`src/rtl/instr_fetch_decode.sv`:
```
// instr_fetch_decode: PC/IR front end fetching 16-bit words over req/ack and presenting decoded fields via valid/ready.
module instr_fetch_decode #(
  parameter int                ADDR_W   = 10,
  parameter logic [ADDR_W-1:0] RESET_PC = '0
) (
  input  logic              clk,
  input  logic              rst,
  output logic              imem_req,
  output logic [ADDR_W-1:0] imem_addr,
  input  logic [15:0]       imem_rdata,
  input  logic              imem_ack,
  output logic              dec_valid,
  input  logic              dec_ready,
  output logic [5:0]        opcode,
  output logic              reg_sel,
  output logic [8:0]        imm9,
  output logic [ADDR_W-1:0] br_addr,
  output logic [ADDR_W-1:0] pc,
  input  logic              br_taken,
  input  logic [ADDR_W-1:0] br_target,
  output logic              halt
);
  typedef enum logic [1:0] {IDLE, FETCH, DECODE, HALTED} state_t;
  state_t            state_q, state_d;
  logic [ADDR_W-1:0] pc_q, pc_d;
  logic [15:0]       ir_q, ir_d;
  logic              req_q, req_d, valid_q, valid_d, halt_q, halt_d;
  logic              xfer;
  assign xfer = valid_q & dec_ready;
  always_comb begin
    state_d = state_q;
    pc_d    = pc_q;
    ir_d    = ir_q;
    req_d   = req_q;
    valid_d = valid_q;
    halt_d  = halt_q;
    case (state_q)
      IDLE: begin
        state_d = FETCH;
        req_d   = 1'b1;
      end
      FETCH: begin
        if (req_q && imem_ack) begin
          ir_d    = imem_rdata;
          state_d = DECODE;
          req_d   = 1'b0;
          valid_d = 1'b1;
        end
      end
      DECODE: begin
        if (xfer) begin
          valid_d = 1'b0;
          if (ir_q[15:10] == 6'h00) begin
            state_d = HALTED;
            halt_d  = 1'b1;
          end else begin
            state_d = FETCH;
            req_d   = 1'b1;
            pc_d    = br_taken ? br_target : pc_q + ADDR_W'(1);
          end
        end
      end
      default: begin
        req_d   = 1'b0;
        valid_d = 1'b0;
        halt_d  = 1'b1;
      end
    endcase
  end
  always_ff @(posedge clk) begin
    if (rst) begin
      state_q <= IDLE;
      pc_q    <= RESET_PC;
      ir_q    <= 16'h0000;
      req_q   <= 1'b0;
      valid_q <= 1'b0;
      halt_q  <= 1'b0;
    end else begin
      state_q <= state_d;
      pc_q    <= pc_d;
      ir_q    <= ir_d;
      req_q   <= req_d;
      valid_q <= valid_d;
      halt_q  <= halt_d;
    end
  end
  assign imem_req  = req_q;
  assign imem_addr = pc_q;
  assign dec_valid = valid_q;
  assign halt      = halt_q;
  assign pc        = pc_q;
  assign opcode    = ir_q[15:10];
  assign reg_sel   = ir_q[9];
  assign imm9      = ir_q[8:0];
  assign br_addr   = ir_q[ADDR_W-1:0];
endmodule

```
`config.mk`:
```
export PLATFORM = sky130hd
export DESIGN_NAME = instr_fetch_decode
export DESIGN_NICKNAME = d
export VERILOG_FILES = /design/src/rtl/instr_fetch_decode.sv
export SDC_FILE = /design/constraint.sdc
export NUM_CORES = 1
export LEC_CHECK = 0
export BUFFER_PORTS_ARGS = -buffer_cell sky130_fd_sc_hd__buf_2
export CORE_MARGIN = 3
export CORE_UTILIZATION = 50
export DETAILED_ROUTE_END_ITERATION = 6
export PLACE_DENSITY = 0.95
export SLEW_MARGIN = 20
export SYNTH_ARGS = -nofsm -noshare
export SYNTH_HDL_FRONTEND = slang
export SYNTH_SLANG_ARGS = --single-unit
```
`constraint.sdc`:
```
create_clock -name clk -period 3.4 [get_ports clk]
set_input_delay 0.51 -clock clk [delete_from_list [all_inputs] [get_ports clk]]
set_output_delay 0.51 -clock clk [all_outputs]
set_load 0.01 [all_outputs]
```
# After elaboration in Yosys (flattened, before gate mapping)
# Index checks and enable logic that the tools add are counted.
dict set report totals {
  ff_bits 31
  latchBits 0
  mem_bits_rw 0
  mem_bits_ro 0
  input_bits 31
  out_inout_bits 49
  wordCells 43
  n_memories 0
}
dict set report op_classes {
  n_addsub 1
  mul 0
  div 0
  n_lt_le_gt_ge 0
  eq_ne 6
  n_shift 0
  mux 15
  n_bitwise 4
  n_reduce_logical 11
}
# op n
set ops {}
lappend ops {{AND reduction 3 bit} 5}
lappend ops {{adder 10 x 1 -> 10 bit, second input constant} 1}
lappend ops {{2-to-1 mux 10 bit} 1}
lappend ops {{!= test 2 bit, second input constant} 4}
lappend ops {{2-to-1 mux 1 bit} 7}
lappend ops {{zero test 6 bit} 1}
lappend ops {{2-to-1 mux 2 bit} 3}
lappend ops {{case mux 1 bit (3 select lines)} 2}
lappend ops {{case mux 2 bit (3 select lines)} 1}
lappend ops {{inverter 1 bit} 3}
lappend ops {{nonzero test 3 bit} 1}
lappend ops {{equality test 2 x 1 -> 1 bit, second input constant} 1}
lappend ops {{equality test 2 bit, second input constant} 1}
lappend ops {{zero test 2 bit} 1}
lappend ops {{case mux 1 bit (2 select lines)} 1}
lappend ops {{AND reduction 2 bit} 1}
lappend ops {{OR reduction 2 bit} 1}
lappend ops {{AND 1 bit} 1}
lappend ops {{logical AND 1 bit} 1}

# Longest topological paths before layout
# Gate-level depths: netlist of run 1.
dict set report logic_depth {
  ltp_word 4
  mapped_depth 8
  mapped_depth_nobuf 6
}

# Worst setup path after synthesis of run 1
# No wires, ideal clock.
dict set report synth_path {
  path_type {register -> register}
  start {register state_q[0]}
  end {register pc_q[7], in the netlist imem_addr[7]}
  setup_ns 0.129
  arrival_ns 1.515
  required_ns 3.271
  setup_slack_ns 1.756
  path_stages_with_launch 9
  n_path_buf 2
  synth_period_minus_slack_ns 1.644
  cell_sequence {dfxtp_1 inv_1 ha_1 clkbuf_1 and3_1 o31a_1 buf_6 o21a_1 o32ai_2}
}
dict set report synth_between {
  elab_chain_cells 2
}
# element line_no
set synth_rtl {}
lappend synth_rtl {{from (decl)} 24} ;# state_t state_q, state_d;
lappend synth_rtl {{from (signal assigned)} 79} ;# state_q <= state_d;
lappend synth_rtl {{equality test 2 bit} 37} ;# case (state_q)
lappend synth_rtl {{AND reduction 3 bit (no source line)} --}
lappend synth_rtl {{to (signal assigned)} 80} ;# pc_q <= pc_d;
lappend synth_rtl {{to (decl)} 25} ;# logic [ADDR_W-1:0] pc_q, pc_d;
# Every way passes these cells.
# A chain may end at the register's enable or synchronous reset.

# Final worst setup path of run 1
dict set report layout_path {
  start {register state_q[0]}
  end {register pc_q[4], in the netlist imem_addr[4]}
}
# The elaborated chain is that of the path after synthesis.

==> results of run 1 <==
-- flip-flops by register name, summed over array words and instances, names as in the netlist --
| signal | flops |
|---|---|
| dec_valid | 1 |
| state_q | 2 |
| imem_req | 1 |
| ir_q | 16 |
| halt | 1 |
| imem_addr | 10 |
-- metal layers --
metal  GRT usage (%)  wire length (um)  vias to the layer above
met4            8.18                74                        0
met1            23.3              1660                      752
met3            5.98               327                        9
met2            34.3              2110                       74
li1                -                 -                      840
met5               0                 0                        -
-- power groups by stage --
stage	logic, mW	clock network [mW]	registers (mW)
finish	0.257	0.206	0.433
global route	0.289	0.229	0.438
CTS	0.257	0.213	0.432
detailed placement	0.256	0	0.440
global placement	0.248	0	0.439
floorplan	0.171	0	0.450
-- through the flow --
stage	power, mW	std cells
finish	0.897	313
global route	0.957	313
CTS	0.902	313
detailed placement	0.696	305
global placement	0.687	305
floorplan	0.621	215
-- cells by family after synthesis --
logic type               share of synthesized area [%]
AO/OA/AOI/OAI                                     23.4
adder cells (fa/ha/maj)                           4.43
buffers and inverters                             12.9
flip-flops                                        36.7
multiplexers                                      1.18
AND/OR/NAND/NOR                                   21.4
-- layout make-up --
| cell class | count | area (sq um) | area share [%] |
|---|---|---|---|
| Multi-Input combinational cell | 148 | 855 | 43.0 |
| Sequential cell | 31 | 621 | 31.2 |
| Timing Repair Buffer | 79 | 395 | 19.9 |
| Tap cell | 44 | 55.1 | 2.77 |
| Clock buffer | 7 | 45.0 | 2.27 |
| Inverter | 3 | 11.3 | 0.567 |
| Clock inverter | 1 | 5.00 | 0.252 |
-- cell usage in the layout, fill, tap and decap left out, types with 2 or more instances in the layout --
cell type,count
nand2_1,46
a211oi_1,3
o31ai_1,2
and3_1,3
nand4_1,2
inv_1,3
o21ai_0,7
dfxtp_1,31
o41ai_1,2
o21a_1,3
mux2i_1,2
nor4_1,2
nor2_1,12
nand3_1,5
nor3_1,3
clkbuf_1,2
a21oi_1,27
nand2b_1,4
buf_2,79
a31oi_1,3
clkbuf_4,5
ha_1,6
a211oi_2,2
-- critical path, cell delays in order (launching register included) --
cell and delay (ps):
dfxtp_1 360, inv_1 100, ha_1 300, and3_1 270, o31a_1 470, a21oi_1 150
a211oi_2 220
-- worst max-delay path by stage --
| stage | slack [ps] | start | cells after the start | endpoint |
|---|---|---|---|---|
| 3_5_place_dp | 1490 | state_q[0]$_SDFFE_PP0P_ | 6 | imem_addr[4]$_SDFFE_PP0P_ |
| 3_3_place_gp | 1610 | state_q[0]$_SDFFE_PP0P_ | 6 | imem_addr[7]$_SDFFE_PP0P_ |
| 5_1_grt | 1290 | state_q[0]$_SDFFE_PP0P_ | 6 | imem_addr[4]$_SDFFE_PP0P_ |
| 2_1_floorplan | 1760 | state_q[0]$_SDFFE_PP0P_ | 8 | imem_addr[7]$_SDFFE_PP0P_ |
| 6_report | 1450 | state_q[0]$_SDFFE_PP0P_ | 6 | imem_addr[4]$_SDFFE_PP0P_ |
| 4_1_cts | 1460 | state_q[0]$_SDFFE_PP0P_ | 6 | imem_addr[4]$_SDFFE_PP0P_ |
==> flow_metrics.tcl, run 1 <==
set metrics [dict create \
    maxSlewViolCount 0 \
    n_antenna_cell 0 \
    fin_setup_tns_ps 0 \
    crit_path_end_kind "flop" \
    antenna_found_initial 0 \
    insertion_delay_ps 340 \
    clockPowerShare_pct 23.0 \
    synth_edf_count 0 \
    vias_per_cell 5.35 \
    ys.flop_type "dfxtp_1" \
    yosysSeqAreaShare_pct 36.7 \
    crit_arrival_ps 2210 \
    critPathMaxFanout 12 \
    coreArea_sq_um 3150 \
    netlist-cell-type-count 37 \
    setup-violations-final 0 \
    drt_wl_total_um 4170 \
    timing.rr.end "imem_addr[4]$_SDFFE_PP0P_" \
    r2r_slack_ps 1450 \
    grt.overflow.total 0 \
    dp_worst_setup_slack_ps 1490 \
    placed_area_sq_um 1940 \
    fmax_mhz 513 \
    critical_path_class "flop to flop" \
    worst_r2r_startpoint "state_q[0]$_SDFFE_PP0P_" \
    drc 0 \
    dp_hpwl_um 2990 \
    maxCapViolCount 0 \
    num_rows 20 \
    syn-cell-area_sq_um 1690 \
    p_leak_nw 0.900 \
    status "complete, no violations" \
    cp.required_ps 3660 \
    synth_cells 215 \
    yosysTopAreaCell "dfxtp_1" \
    io_buffers 79 \
    synth_area_leaders "dfxtp_1, nand2_1, buf_4, a21oi_1, ha_1" \
    clock_sinks 31 \
    area_growth_syn_to_layout_pct 17.4 \
    hold_viol 0 \
    syn_avg_cell_area_sq_um 7.87 \
    timing.final.crit_share_pct 57.3 \
    htree_levels 2 \
    drtAntennaViolNets 0 \
    synthArstFlopShare_pct 0 \
    rsz0062_at_grt "no" \
    powerDensity_nw_per_um2 451 \
    vias 1675 \
    final_core_util_pct 63.0 \
    fin_ws_ps 1450 \
    fill_cells 294 \
    power.switching_mw 0.310 \
    chipHeight_um 64.2 \
    synth_nets 252 \
    cts_resized 0 \
    pwr-share-comb_pct 28.7 \
    slew-limit-headroom_pct 57.7 \
    min_from "imem_rdata[11]" \
    hp-class "primary input to flop" \
    synth_top_area_share_pct 36.7 \
    worst-r2r-cell-count 6 \
    whs_path_depth 3 \
    drtIter0Drc 190 \
    cts_tree "done" \
    grt_pass1_vias 1525 \
    clk_pin_slew_ps 100 \
    clk_path_buf_depth 2 \
    gp_congestion 0.825 \
    wl_per_cell_um 13.3 \
    finalInstanceArea_sq_um 1990 \
    p_int_mw 0.586 \
    ir_drop_v 0.000290 \
    period_minus_slack_ps 1950 \
    cts_root_buf "clkbuf_4" \
    dieWidth_um 64.2 \
    cts_setup_buffers 0 \
    critPathLaunchType "flop" \
    first_pass_iters 4 \
    hold_slack_ps 400 \
    ys.warnings.count 0 \
    io_pins 80 \
    seqPwrFrac_pct 48.3 \
    tightest_slew_ps 635 \
    die-area_sq_um 4120 \
    switching_share_pct 34.6 \
    cts_hold_buf 0 \
    synth_common_cells "nand2_1, dfxtp_1, a21oi_1" \
    track_usage_pct 20.1 \
    layout-drive-gt1-share_pct 34.2 \
    grt_start_max_net_pins 35 \
    final_nets 305 \
    synth_seq_cells 31 \
    synth_most_common_cell "nand2_1" \
    hold_path_end "ir_q[11]$_SDFFE_PP0P_" \
    grt_pass1_wl_um 6620 \
    numCtsBuffers 5 \
    initial_utilization_pct 53.7 \
    finalClockSkew_ps 8.37 \
]
No activity file was read; power rests on OpenSTA's default activity.
==> run 2: changes to the inputs <==
--- a/config.mk
+++ b/config.mk
@@ -7,9 +7,9 @@
 export LEC_CHECK = 0
 export BUFFER_PORTS_ARGS = -buffer_cell sky130_fd_sc_hd__buf_2
 export CORE_MARGIN = 3
-export CORE_UTILIZATION = 50
+export CORE_UTILIZATION = 46
 export DETAILED_ROUTE_END_ITERATION = 6
-export PLACE_DENSITY = 0.95
+export PLACE_DENSITY = 0.89
 export SLEW_MARGIN = 20
 export SYNTH_ARGS = -nofsm -noshare
 export SYNTH_HDL_FRONTEND = slang
==> constraint.sdc (replaced) <==
create_clock -name clk -period 2 [get_ports clk]
set_input_delay 0.3 -clock clk [delete_from_list [all_inputs] [get_ports clk]]
set_output_delay 0.3 -clock clk [all_outputs]
set_load 0.01 [all_outputs]
==> flow_metrics.tcl, run 2 (synthesis gave the netlist of run 1 again) <==
set metrics [dict create \
    status "complete, no violations" \
    setup-violations-final 0 \
    dp_hpwl_um 3040 \
    crit_path_end_kind "flop" \
    seqPwrFrac_pct 40.4 \
    p_int_mw 1.28 \
    insertion_delay_ps 280 \
    drc 0 \
    crit_arrival_ps 1910 \
    hold_path_end "ir_q[1]$_SDFFE_PP0P_" \
    initial_utilization_pct 49.2 \
    drt_wl_total_um 4240 \
    first_pass_iters 4 \
    maxCapViolCount 0 \
    final_core_util_pct 60.6 \
    cts_tree "done" \
    area_growth_syn_to_layout_pct 23.3 \
    grt_start_max_net_pins 34 \
    timing.rr.end "imem_addr[4]$_SDFFE_PP0P_" \
    critPathMaxFanout 12 \
    r2r_slack_ps 240 \
    coreArea_sq_um 3440 \
    finalClockSkew_ps 4.98 \
    vias_per_cell 5.35 \
    top_register "ir_q" \
    grt_use_met3_pct 6.75 \
    antenna_found_initial 0 \
    grt_pass1_vias 1529 \
    critPathLaunchType "flop" \
    n_antenna_cell 0 \
    io_buffers 79 \
    cts_hold_buf 0 \
    use_met1_pct 23.0 \
    maxSlewViolCount 0 \
    io_pins 80 \
    cts_setup_buffers 0 \
    dp_worst_setup_slack_ps 253 \
    chipHeight_um 66.7 \
    placed_area_sq_um 1970 \
    drtAntennaViolNets 0 \
    wl_per_cell_um 13.3 \
    min_from "imem_rdata[1]" \
    timing.final.crit_share_pct 87.8 \
    ir_drop_v 0.000506 \
    gp_congestion 0.785 \
    worst_r2r_startpoint "ir_q[10]$_SDFFE_PP0P_" \
    die-area_sq_um 4440 \
    met2_usage_pct 34.3 \
    finalInstanceArea_sq_um 2090 \
    power_mw 1.83 \
    fill_cells 337 \
    pwr-share-comb_pct 24.6 \
    final_nets 309 \
    fin_cells 319 \
    tightest_slew_ps 491 \
    mostFrequentLayoutCell "buf_2" \
    power.switching_mw 0.558 \
    powerDensity_nw_per_um2 879 \
    fin_ws_ps 243 \
    largest_reg_flops 16 \
    clk_pin_slew_ps 70 \
    track_usage_pct 19.9 \
    cts_resized 0 \
    numCtsBuffers 5 \
    num_rows 21 \
    cp.required_ps 2150 \
    grt_pass1_wl_um 6820 \
    switching_share_pct 30.5 \
    grt_busiest_layer "met2" \
    fmax_mhz 569 \
    vias 1708 \
    layout-drive-gt1-share_pct 35.9 \
    p_leak_nw 0.952 \
    rsz0062_at_grt "no" \
    clk_path_buf_depth 2 \
    grt.overflow.total 0 \
    layout_common_cells "buf_2, nand2_1, dfxtp_1, a21oi_1, nor2_1" \
    fin_setup_tns_ps 0 \
    whs_path_depth 3 \
    hp-class "primary input to flop" \
    drtIter0Drc 166 \
    place_inst 311 \
    clockPowerShare_pct 35.0 \
    hold_slack_ps 249 \
    critical_path_class "flop to flop" \
    dieWidth_um 66.7 \
    worst-r2r-cell-count 4 \
    hold_viol 0 \
    slew-limit-headroom_pct 67.3 \
    period_minus_slack_ps 1760 \
    clock_sinks 31 \
    htree_levels 2 \
    cts_root_buf "clkbuf_8" \
]
-- run 2: layout make-up --
| class | instances | area, sq um | area share, % |
|---|---|---|---|
| timing repair buffer | 83 | 425 | 20.4 |
| multi-input combinational | 148 | 855 | 40.9 |
| sequential | 31 | 621 | 29.7 |
| clock buffer | 6 | 82.6 | 3.96 |
| inverter | 3 | 11.3 | 0.540 |
| tap | 46 | 57.6 | 2.76 |
| clock inverter | 2 | 35.0 | 1.68 |
-- run 2: how the worst max path moves through the flow --
| stage | from | endpoint | slack [ps] | depth (start not counted) |
|---|---|---|---|---|
| 2_1_floorplan | state_q[0]$_SDFFE_PP0P_ | imem_addr[7]$_SDFFE_PP0P_ | 360 | 8 |
| 3_3_place_gp | ir_q[10]$_SDFFE_PP0P_ | imem_addr[4]$_SDFFE_PP0P_ | 290 | 4 |
| 3_5_place_dp | ir_q[10]$_SDFFE_PP0P_ | imem_addr[4]$_SDFFE_PP0P_ | 250 | 4 |
| 4_1_cts | state_q[0]$_SDFFE_PP0P_ | imem_addr[4]$_SDFFE_PP0P_ | 230 | 6 |
| 5_1_grt | state_q[0]$_SDFFE_PP0P_ | imem_addr[4]$_SDFFE_PP0P_ | 80 | 6 |
| 6_report | ir_q[10]$_SDFFE_PP0P_ | imem_addr[4]$_SDFFE_PP0P_ | 240 | 4 |
-- run 2: worst max-delay path: stages (launching register included) --
cell	delay [ps]
dfxtp_1	330
or4_4	580
o31a_1	430
a21oi_1	220
a211oi_2	60
-- run 2: per-layer routing --
| metal | wire (um) | part of all wire, % |
|---|---|---|
| met1 | 1690 | 40 |
| met2 | 2120 | 50 |
| met3 | 350 | 8.3 |
| met4 | 71 | 1.7 |
| met5 | 0 | 0 |
-- run 2: power by group through the flow --
stage / logic, mW / clock network (mW) / registers, mW
2_1_floorplan: 0.291 / 0 / 0.766
3_3_place_gp: 0.437 / 0 / 0.748
3_5_place_dp: 0.449 / 0 / 0.752
4_1_cts: 0.454 / 0.648 / 0.741
5_1_grt: 0.508 / 0.690 / 0.749
6_report: 0.451 / 0.642 / 0.741
